`src/rtl/stream_buffer_pkg.sv`:
```
// Shared constants for the stream_buffer FIFO: drop statistics width and saturation value.
package stream_buffer_pkg;

  localparam int DROP_CNT_WIDTH = 16;
  localparam logic [DROP_CNT_WIDTH-1:0] DROP_CNT_MAX = 16'hFFFF;

endpackage

```
`src/rtl/stream_buffer_ram.sv`:
```
// DEPTH x DATA_WIDTH register array: one synchronous write port, asynchronous read,
// synchronous clear-to-zero on reset.
module stream_buffer_ram #(
  parameter int DATA_WIDTH = 8,
  parameter int DEPTH      = 16,
  parameter int ADDR_WIDTH = $clog2(DEPTH)
) (
  input  logic                  clk,
  input  logic                  reset,
  input  logic                  we_i,
  input  logic [ADDR_WIDTH-1:0] waddr_i,
  input  logic [DATA_WIDTH-1:0] wdata_i,
  input  logic [ADDR_WIDTH-1:0] raddr_i,
  output logic [DATA_WIDTH-1:0] rdata_o
);

  logic [DATA_WIDTH-1:0] mem_q [DEPTH];

  always_ff @(posedge clk) begin
    if (reset) begin
      for (int i = 0; i < DEPTH; i++) mem_q[i] <= '0;
    end else if (we_i) begin
      mem_q[waddr_i] <= wdata_i;
    end
  end

  assign rdata_o = mem_q[raddr_i];

endmodule

```
`src/rtl/stream_buffer.sv`:
```
// Circular FIFO with non-stalling push, valid/ready pop, occupancy flags and flush.
// Optional saturating drop statistics enabled by defining STREAM_BUFFER_DROP_CNT_EN.
module stream_buffer
  import stream_buffer_pkg::*;
#(
  parameter int DATA_WIDTH      = 8,
  parameter int DEPTH           = 16,
  parameter int ADDR_WIDTH      = $clog2(DEPTH),
  parameter int ALMOST_FULL_LVL = DEPTH - 2
) (
  input  logic                      clk,
  input  logic                      reset,
  input  logic                      flush,
  input  logic                      in_valid,
  input  logic [DATA_WIDTH-1:0]     in_data,
  output logic                      in_ready,
  output logic                      overflow,
  output logic                      out_valid,
  output logic [DATA_WIDTH-1:0]     out_data,
  input  logic                      out_ready,
  output logic [ADDR_WIDTH:0]       count,
  output logic [ADDR_WIDTH:0]       free,
  output logic                      almost_full,
  output logic [DROP_CNT_WIDTH-1:0] drop_count
);

  localparam logic [ADDR_WIDTH:0] DEPTH_C  = (ADDR_WIDTH + 1)'(DEPTH);
  localparam logic [ADDR_WIDTH:0] AF_LVL_C = (ADDR_WIDTH + 1)'(ALMOST_FULL_LVL);

  logic [ADDR_WIDTH-1:0] wr_ptr_q, wr_ptr_d;
  logic [ADDR_WIDTH-1:0] rd_ptr_q, rd_ptr_d;
  logic [ADDR_WIDTH:0]   count_q, count_d;
  logic                  overflow_q, overflow_d;
  logic                  full, pop, push_ok, drop_evt;

  // Handshakes: the pop side transfers when out_valid && out_ready on a rising edge;
  // the push side never stalls, so in_valid with no room is dropped and flagged.
  assign full     = (count_q == DEPTH_C);
  assign pop      = out_valid && out_ready && !flush;
  assign push_ok  = in_valid && (!full || (out_valid && out_ready)) && !flush;
  assign drop_evt = in_valid && !flush && !push_ok;

  always_comb begin
    wr_ptr_d   = wr_ptr_q;
    rd_ptr_d   = rd_ptr_q;
    count_d    = count_q;
    overflow_d = drop_evt;
    if (flush) begin
      wr_ptr_d = '0;
      rd_ptr_d = '0;
      count_d  = '0;
    end else begin
      if (push_ok) wr_ptr_d = wr_ptr_q + 1'b1;
      if (pop)     rd_ptr_d = rd_ptr_q + 1'b1;
      case ({push_ok, pop})
        2'b10:   count_d = count_q + 1'b1;
        2'b01:   count_d = count_q - 1'b1;
        default: count_d = count_q;
      endcase
    end
  end

  always_ff @(posedge clk) begin
    if (reset) begin
      wr_ptr_q   <= '0;
      rd_ptr_q   <= '0;
      count_q    <= '0;
      overflow_q <= 1'b0;
    end else begin
      wr_ptr_q   <= wr_ptr_d;
      rd_ptr_q   <= rd_ptr_d;
      count_q    <= count_d;
      overflow_q <= overflow_d;
    end
  end

  stream_buffer_ram #(
    .DATA_WIDTH (DATA_WIDTH),
    .DEPTH      (DEPTH),
    .ADDR_WIDTH (ADDR_WIDTH)
  ) u_ram (
    .clk     (clk),
    .reset   (reset),
    .we_i    (push_ok),
    .waddr_i (wr_ptr_q),
    .wdata_i (in_data),
    .raddr_i (rd_ptr_q),
    .rdata_o (out_data)
  );

  assign out_valid   = (count_q != '0);
  assign in_ready    = !full;
  assign count       = count_q;
  assign free        = DEPTH_C - count_q;
  assign almost_full = (count_q >= AF_LVL_C);
  assign overflow    = overflow_q;

`ifdef STREAM_BUFFER_DROP_CNT_EN
  logic [DROP_CNT_WIDTH-1:0] drop_q, drop_d;

  always_comb begin
    drop_d = drop_q;
    if (drop_evt && (drop_q != DROP_CNT_MAX)) drop_d = drop_q + 1'b1;
  end

  always_ff @(posedge clk) begin
    if (reset) drop_q <= '0;
    else       drop_q <= drop_d;
  end

  assign drop_count = drop_q;
`else
  assign drop_count = '0;
`endif

endmodule

```
`config.mk`:
```
export PLATFORM = sky130hd
export DESIGN_NAME = stream_buffer
export DESIGN_NICKNAME = d
export VERILOG_FILES = /design/src/rtl/stream_buffer_pkg.sv /design/src/rtl/stream_buffer_ram.sv /design/src/rtl/stream_buffer.sv
export SDC_FILE = /design/constraint.sdc
export NUM_CORES = 1
export LEC_CHECK = 0
export CAP_MARGIN = 20
export CORE_ASPECT_RATIO = 1.5
export CORE_UTILIZATION = 40
export DETAILED_ROUTE_END_ITERATION = 12
export PLACE_DENSITY_LB_ADDON = 0.15
export SLEW_MARGIN = 20
export SYNTH_ARGS = -nofsm -noshare
export SYNTH_HDL_FRONTEND = slang
export SYNTH_SLANG_ARGS = --single-unit
```
`constraint.sdc`:
```
create_clock -name clk -period 4.1 [get_ports clk]
set_clock_uncertainty 0.15 [all_clocks]
set_input_delay 0.41 -clock clk [delete_from_list [all_inputs] [get_ports clk]]
set_output_delay 0.41 -clock clk [all_outputs]
set_load 0.01 [all_outputs]
```
==> results.toml, run 1 <==
[power_and_ir_drop]
p_switching_uw = 792
powerDensity_nw_per_um2 = 432
p_int_mw = 2.58
combPwrFrac_pct = 5.4
pwr-share-clk_pct = 45.0
peakVddDrop_v = 0.000228
p_leak_nw = 2.70
swShare_pct = 23.5
sequentialPowerShare_pct = 49.7

[placement]
io_buffers = 34
place_hpwl_mm = 11.9
dp_cells = 743
place.gp.congestion = 0.833

[clocking]
numCtsBuffers = 17
cts_resized = 0
cts_buffer_depth = 2
clock_sinks = 146
post-cts-setup-buffers = 0
cts_hold_buf = 0
cts_tree = "yes"
clock-root-buffer = "clkbuf_16"
cts_htree_levels = 4
clk_pin_slew_ns = 0.06
clk_latency_ns = 0.42

[worst_setup_path]
crit_chain = "inv_1 > ha_1 > and2_1 > ha_1 > nand2b_1 > a211oi_1 > inv_1 > ha_1 > xor2_1 > ha_1 > a2111oi_0 > o21a_1 > nor3_1"
cp-start-kind = "register"
worstReg2RegStart = "count[1]"
crit_required_ns = 4.25
worstReg2RegEnd = "count[4]"
cpPeakStageDelay_ns = 0.55
ff2ff_setup_slack_ns = 0.44
cp.arrival_ns = 3.82
critPathBufInv = 2
critPathLaunch = "count[1]"
path_class = "reg -> reg"
cpMostUsedCell = "ha_1"
endpoint_kind = "register"
slowest_stage = "a2111oi_0"
cpLargestDelayFamily = "compound AO/OA/AOI/OAI gates"
cp_num_cells = 13
endpoint = "count[4]"
critPathMaxFanout = 11
rr_worst_depth = 13

[synth]
syn_inst = 532
syn-cell-area_um2 = 6770
async_reset_ff_share_pct = 0
synth-warning-count = 0
synth-edff-count = 128
synth_ff_type = "edfxtp_1"
avgSynthCellArea_um2 = 12.7
ys_seq_area_share_pct = 62.1
synthDistinctLibCells = 41
ys_ff_latch = 146

[timing]
finalSetupViolCount = 0
finalHoldViolCount = 0
relSlewSlack_pct = 36.3
rsz0062_at_grt = "no"
period_share_pct = 89.4
fin_crit_ns = 3.66
tns_ns = 0
worstMarginPinSlew_ns = 0.953
final_max_slew_viol_count = 0
max_freq_mhz = 273
hold_slack_ns = 0.386

[die]
ios = 51
die-area_um2 = 17500
start_util_pct = 41.3
die_w_um = 108
fp.dieH_um = 161
coreArea_um2 = 16400
rows = 57

[route]
drc = 0
drt_iter0_drc = 364
wirelength_mm = 17.7
viasPerCell = 5.51
wl_per_cell_um = 22.8
detail-route-antenna-nets = 0
via_count = 4272
dr.pass1.iters = 5

[final_layout]
antenna_cells = 0
final_cell_mix = "nor2_1, edfxtp_1, nand2_1"
fillers = 1479
multi_input_area_um2 = 2290
drive_above_1_share_pct = 13.0
final-seq-area_um2 = 4210
final_cells = 775
area_growth_pct = 15.1
final_nets = 581
mostFrequentLayoutCell = "nor2_1"

[worst_hold_path]
hp-class = "reg -> reg"

[global_routing]
track_usage_pct = 21.7
grt_max_degree = 33
grt_pass1_wl_mm = 26.5
grt.overflow.total = 0
antenna_found_initial = 0
grt_pass1_vias = 4421

[job]
cap_violations = 0

[status]
status = "finished, final reports clean"
power groups by stage:
stage	clock network, mW	logic, mW	registers (mW)
after CTS	1.53	0.182	1.67
final	1.52	0.181	1.67
after floorplan	0	0.114	1.70
after detailed placement	0	0.181	1.71
after global placement	0	0.181	1.70
after global routing	1.59	0.193	1.68
worst register-to-register path: cells and delay by family, from the launching register on:
family	cells	cell delay [ns]
adder cells (fa/ha/maj)	4	0.90
flip-flops	1	0.53
AND/OR/NAND/NOR	3	0.46
buffers and inverters	2	0.19
AO/OA/AOI/OAI	3	1.15
XOR/XNOR	1	0.16
how the worst min path moves through the flow:
stage / slack [ns] / cells past startpoint / end / start
global placement: 0.37 / 2 / rd_ptr_q[3] / rd_ptr_q[3]
finish: 0.39 / 2 / rd_ptr_q[3] / rd_ptr_q[3]
floorplan: 0.33 / 2 / register / rd_ptr_q[3]
detailed placement: 0.37 / 2 / register / rd_ptr_q[3]
CTS: 0.39 / 2 / rd_ptr_q[3] / rd_ptr_q[3]
global route: 0.43 / 2 / register / rd_ptr_q[1]
Yosys cell counts (all sizes together), types with 7 or more instances:
library cell,count,area [um2]
buf,36,219
ha,12,150
inv,13,48.8
a21o,17,128
a22oi,16,120
nand2,44,165
mux4,32,721
clkbuf,16,60.1
xnor2,7,61.3
dfxtp,18,360
nor2,144,541
edfxtp,128,3840
stage by stage:
stage / power, mW / util (%) / instance area, um2 / worst slack, ns
floorplan: 1.81 / - / 6830 / 0.652
global placement: 1.88 / 44.0 / 7220 / 0.576
detailed placement: 1.89 / 44.0 / 7220 / 0.473
CTS: 3.39 / 47.5 / 7790 / 0.452
global route: 3.46 / 47.5 / 7790 / 0.187
finish: 3.37 / 47.5 / 7790 / 0.436
final cells by class:
type	instances	share of cell area [%]
Clock buffer	17	5.46
Clock inverter	15	1.91
Inverter	13	0.626
Multi-Input combinational cell	336	29.4
Sequential cell	146	54.0
Tap cell	206	3.31
Timing Repair Buffer	42	5.30
routing by layer:
layer,vias to the layer above,global-route usage [%],wire [um]
li1,1924,-,-
met4,0,9.46,539
met3,42,3.67,1010
met5,-,0,0
met1,2115,25.1,6510
met2,191,38.8,9630
cells by family after synthesis:
group	Yosys count	synth area share [%]
flops	146	62.1
other cells	1	0.0554
xor+xnor	11	1.42
fa+ha+maj	12	2.22
simple gates	213	12.8
mux	36	11.3
buf+inv	65	4.84
compound gates	48	5.34
flip-flops by register name, summed over array words and instances, names as in the netlist, named ones only:
| register | count |
|---|---|
| u_ram.mem_q | 128 |
| count | 5 |
| rd_ptr_q | 4 |
| wr_ptr_q | 4 |
| overflow | 1 |
(Power assumes the default switching activity.)
==> inputs of run 2 (changes only) <==
CTS_BUF_LIST = sky130_fd_sc_hd__clkbuf_2   (was default)
==> run 2 against run 1 <==
Die area did not move. Setup slack got worse by 0.023 ns. Critical path depth did not move. Global-route usage fell by 0.17 points. Clock power fell by 45%. Final cell count rose by 0.13%. Combinational power barely moved. Non-clock buffer count did not move. Sequential cell count did not move. Critical path type unchanged. Highest routed layer unchanged.
==> results.toml, run 2 (synthesized netlist as in run 1, its figures left out) <==
[job]
cap_violations = 0

[die]
coreArea_um2 = 16400
fp.dieH_um = 161
die-area_um2 = 17500
rows = 57
die_w_um = 108
start_util_pct = 41.3
ios = 51

[clocking]
cts_buffer_depth = 2
cts_tree = "yes"
clock-root-buffer = "clkbuf_2"
cts_htree_levels = 4
cts_hold_buf = 0
cts_resized = 0
clock_sinks = 146
clk_latency_ns = 0.71
post-cts-setup-buffers = 0
clk_pin_slew_ns = 0.23
numCtsBuffers = 17

[timing]
relSlewSlack_pct = 34.6
final_max_slew_viol_count = 0
finalSetupViolCount = 0
period_share_pct = 89.9
rsz0062_at_grt = "no"
tns_ns = 0
max_freq_mhz = 271
finalHoldViolCount = 0
fin_crit_ns = 3.69
worstMarginPinSlew_ns = 0.979

[status]
status = "finished, final reports clean"

[final_layout]
fin_area_um2 = 7460
fin_util_pct = 45.5
area_growth_pct = 10.1
top_register = "u_ram.mem_q"
largest_reg_flops = 128
final_cell_mix = "nor2_1, edfxtp_1, nand2_1"
mostFrequentLayoutCell = "nor2_1"
drive_above_1_share_pct = 13.0
final_nets = 581

[global_routing]
antenna_found_initial = 1
grt_pass1_vias = 4395
grt_max_degree = 33
track_usage_pct = 21.6
grt_pass1_wl_mm = 26.3
grt.overflow.total = 0

[worst_setup_path]
worstReg2RegEnd = "count[4]"
cp.arrival_ns = 4.16
endpoint = "count[4]"
rr_worst_depth = 13
path_class = "reg -> reg"
critPathLaunch = "count[1]"
worstReg2RegStart = "count[1]"
ff2ff_setup_slack_ns = 0.41
endpoint_kind = "register"
critPathMaxFanout = 11
crit_required_ns = 4.58
cp-start-kind = "register"

[power_and_ir_drop]
sequentialPowerShare_pct = 62.3
swShare_pct = 26.9
p_switching_uw = 721
peakVddDrop_v = 0.000184
p_leak_nw = 2.56
powerDensity_nw_per_um2 = 360
pwr-share-clk_pct = 31.0
combPwrFrac_pct = 6.7
p_int_mw = 1.96

[route]
via_count = 4240
wirelength_mm = 17.6
drt_iter0_drc = 372
detail-route-antenna-nets = 0
drc = 0
dr.pass1.iters = 5
viasPerCell = 5.46
wl_per_cell_um = 22.7

[placement]
io_buffers = 34
place.gp.congestion = 0.833
place_hpwl_mm = 11.9
postPlaceCellArea_um2 = 7220

[worst_hold_path]
hp-class = "in -> reg"
[run 2: cell type report]
cell class	instances	area, um2
flip-flops and latches	146	4210
diodes	1	2.50
clock buffers	17	85.1
repair buffers	42	413
well taps	206	258
multi-input cells	336	2290
fillers	1520	8950
inverters	13	48.8
clock inverters	15	149
[run 2: through the flow]
stage	std cells	hold WS (ns)	worst slack, ns	power [mW]
floorplan	547	0.335	0.652	1.81
global placement	743	0.371	0.576	1.88
detailed placement	743	0.374	0.473	1.89
CTS	775	0.190	0.316	2.69
global route	776	0.227	0.125	2.76
finish	776	0.237	0.414	2.68
[run 2: critical path, cell delays in order (launching register included)]
cell	delay [ns]
dfxtp_1	0.58
inv_1	0.08
ha_1	0.20
and2_1	0.17
ha_1	0.22
nand2b_1	0.25
a211oi_1	0.42
inv_1	0.11
ha_1	0.26
xor2_1	0.16
ha_1	0.22
a2111oi_0	0.55
o21a_1	0.18
nor3_1	0.04
[run 2: power by group through the flow]
stage	registers, mW	clock network [mW]	logic [mW]
floorplan	1.70	0	0.114
global placement	1.70	0	0.181
detailed placement	1.71	0	0.181
CTS	1.67	0.840	0.182
global route	1.68	0.887	0.193
finish	1.67	0.831	0.180
[run 2: worst min-delay path by stage]
| stage | slack, ns | end | from | cells after the start |
|---|---|---|---|---|
| 2_1_floorplan | 0.33 | register | rd_ptr_q[3] | 2 |
| 3_3_place_gp | 0.37 | rd_ptr_q[3] | rd_ptr_q[3] | 2 |
| 3_5_place_dp | 0.37 | register | rd_ptr_q[3] | 2 |
| 4_1_cts | 0.19 | overflow | in_valid | 3 |
| 5_1_grt | 0.23 | overflow | in_valid | 3 |
| 6_report | 0.24 | overflow | in_valid | 3 |
[run 2: routing by layer]
layer  wire, um  global-route usage [%]  up-vias
li1           -                       -     1922
met1       6490                    24.8     2113
met2       9710                    39.1      169
met3        960                    3.95       36
met4        459                    8.03        0
met5          0                       0        -
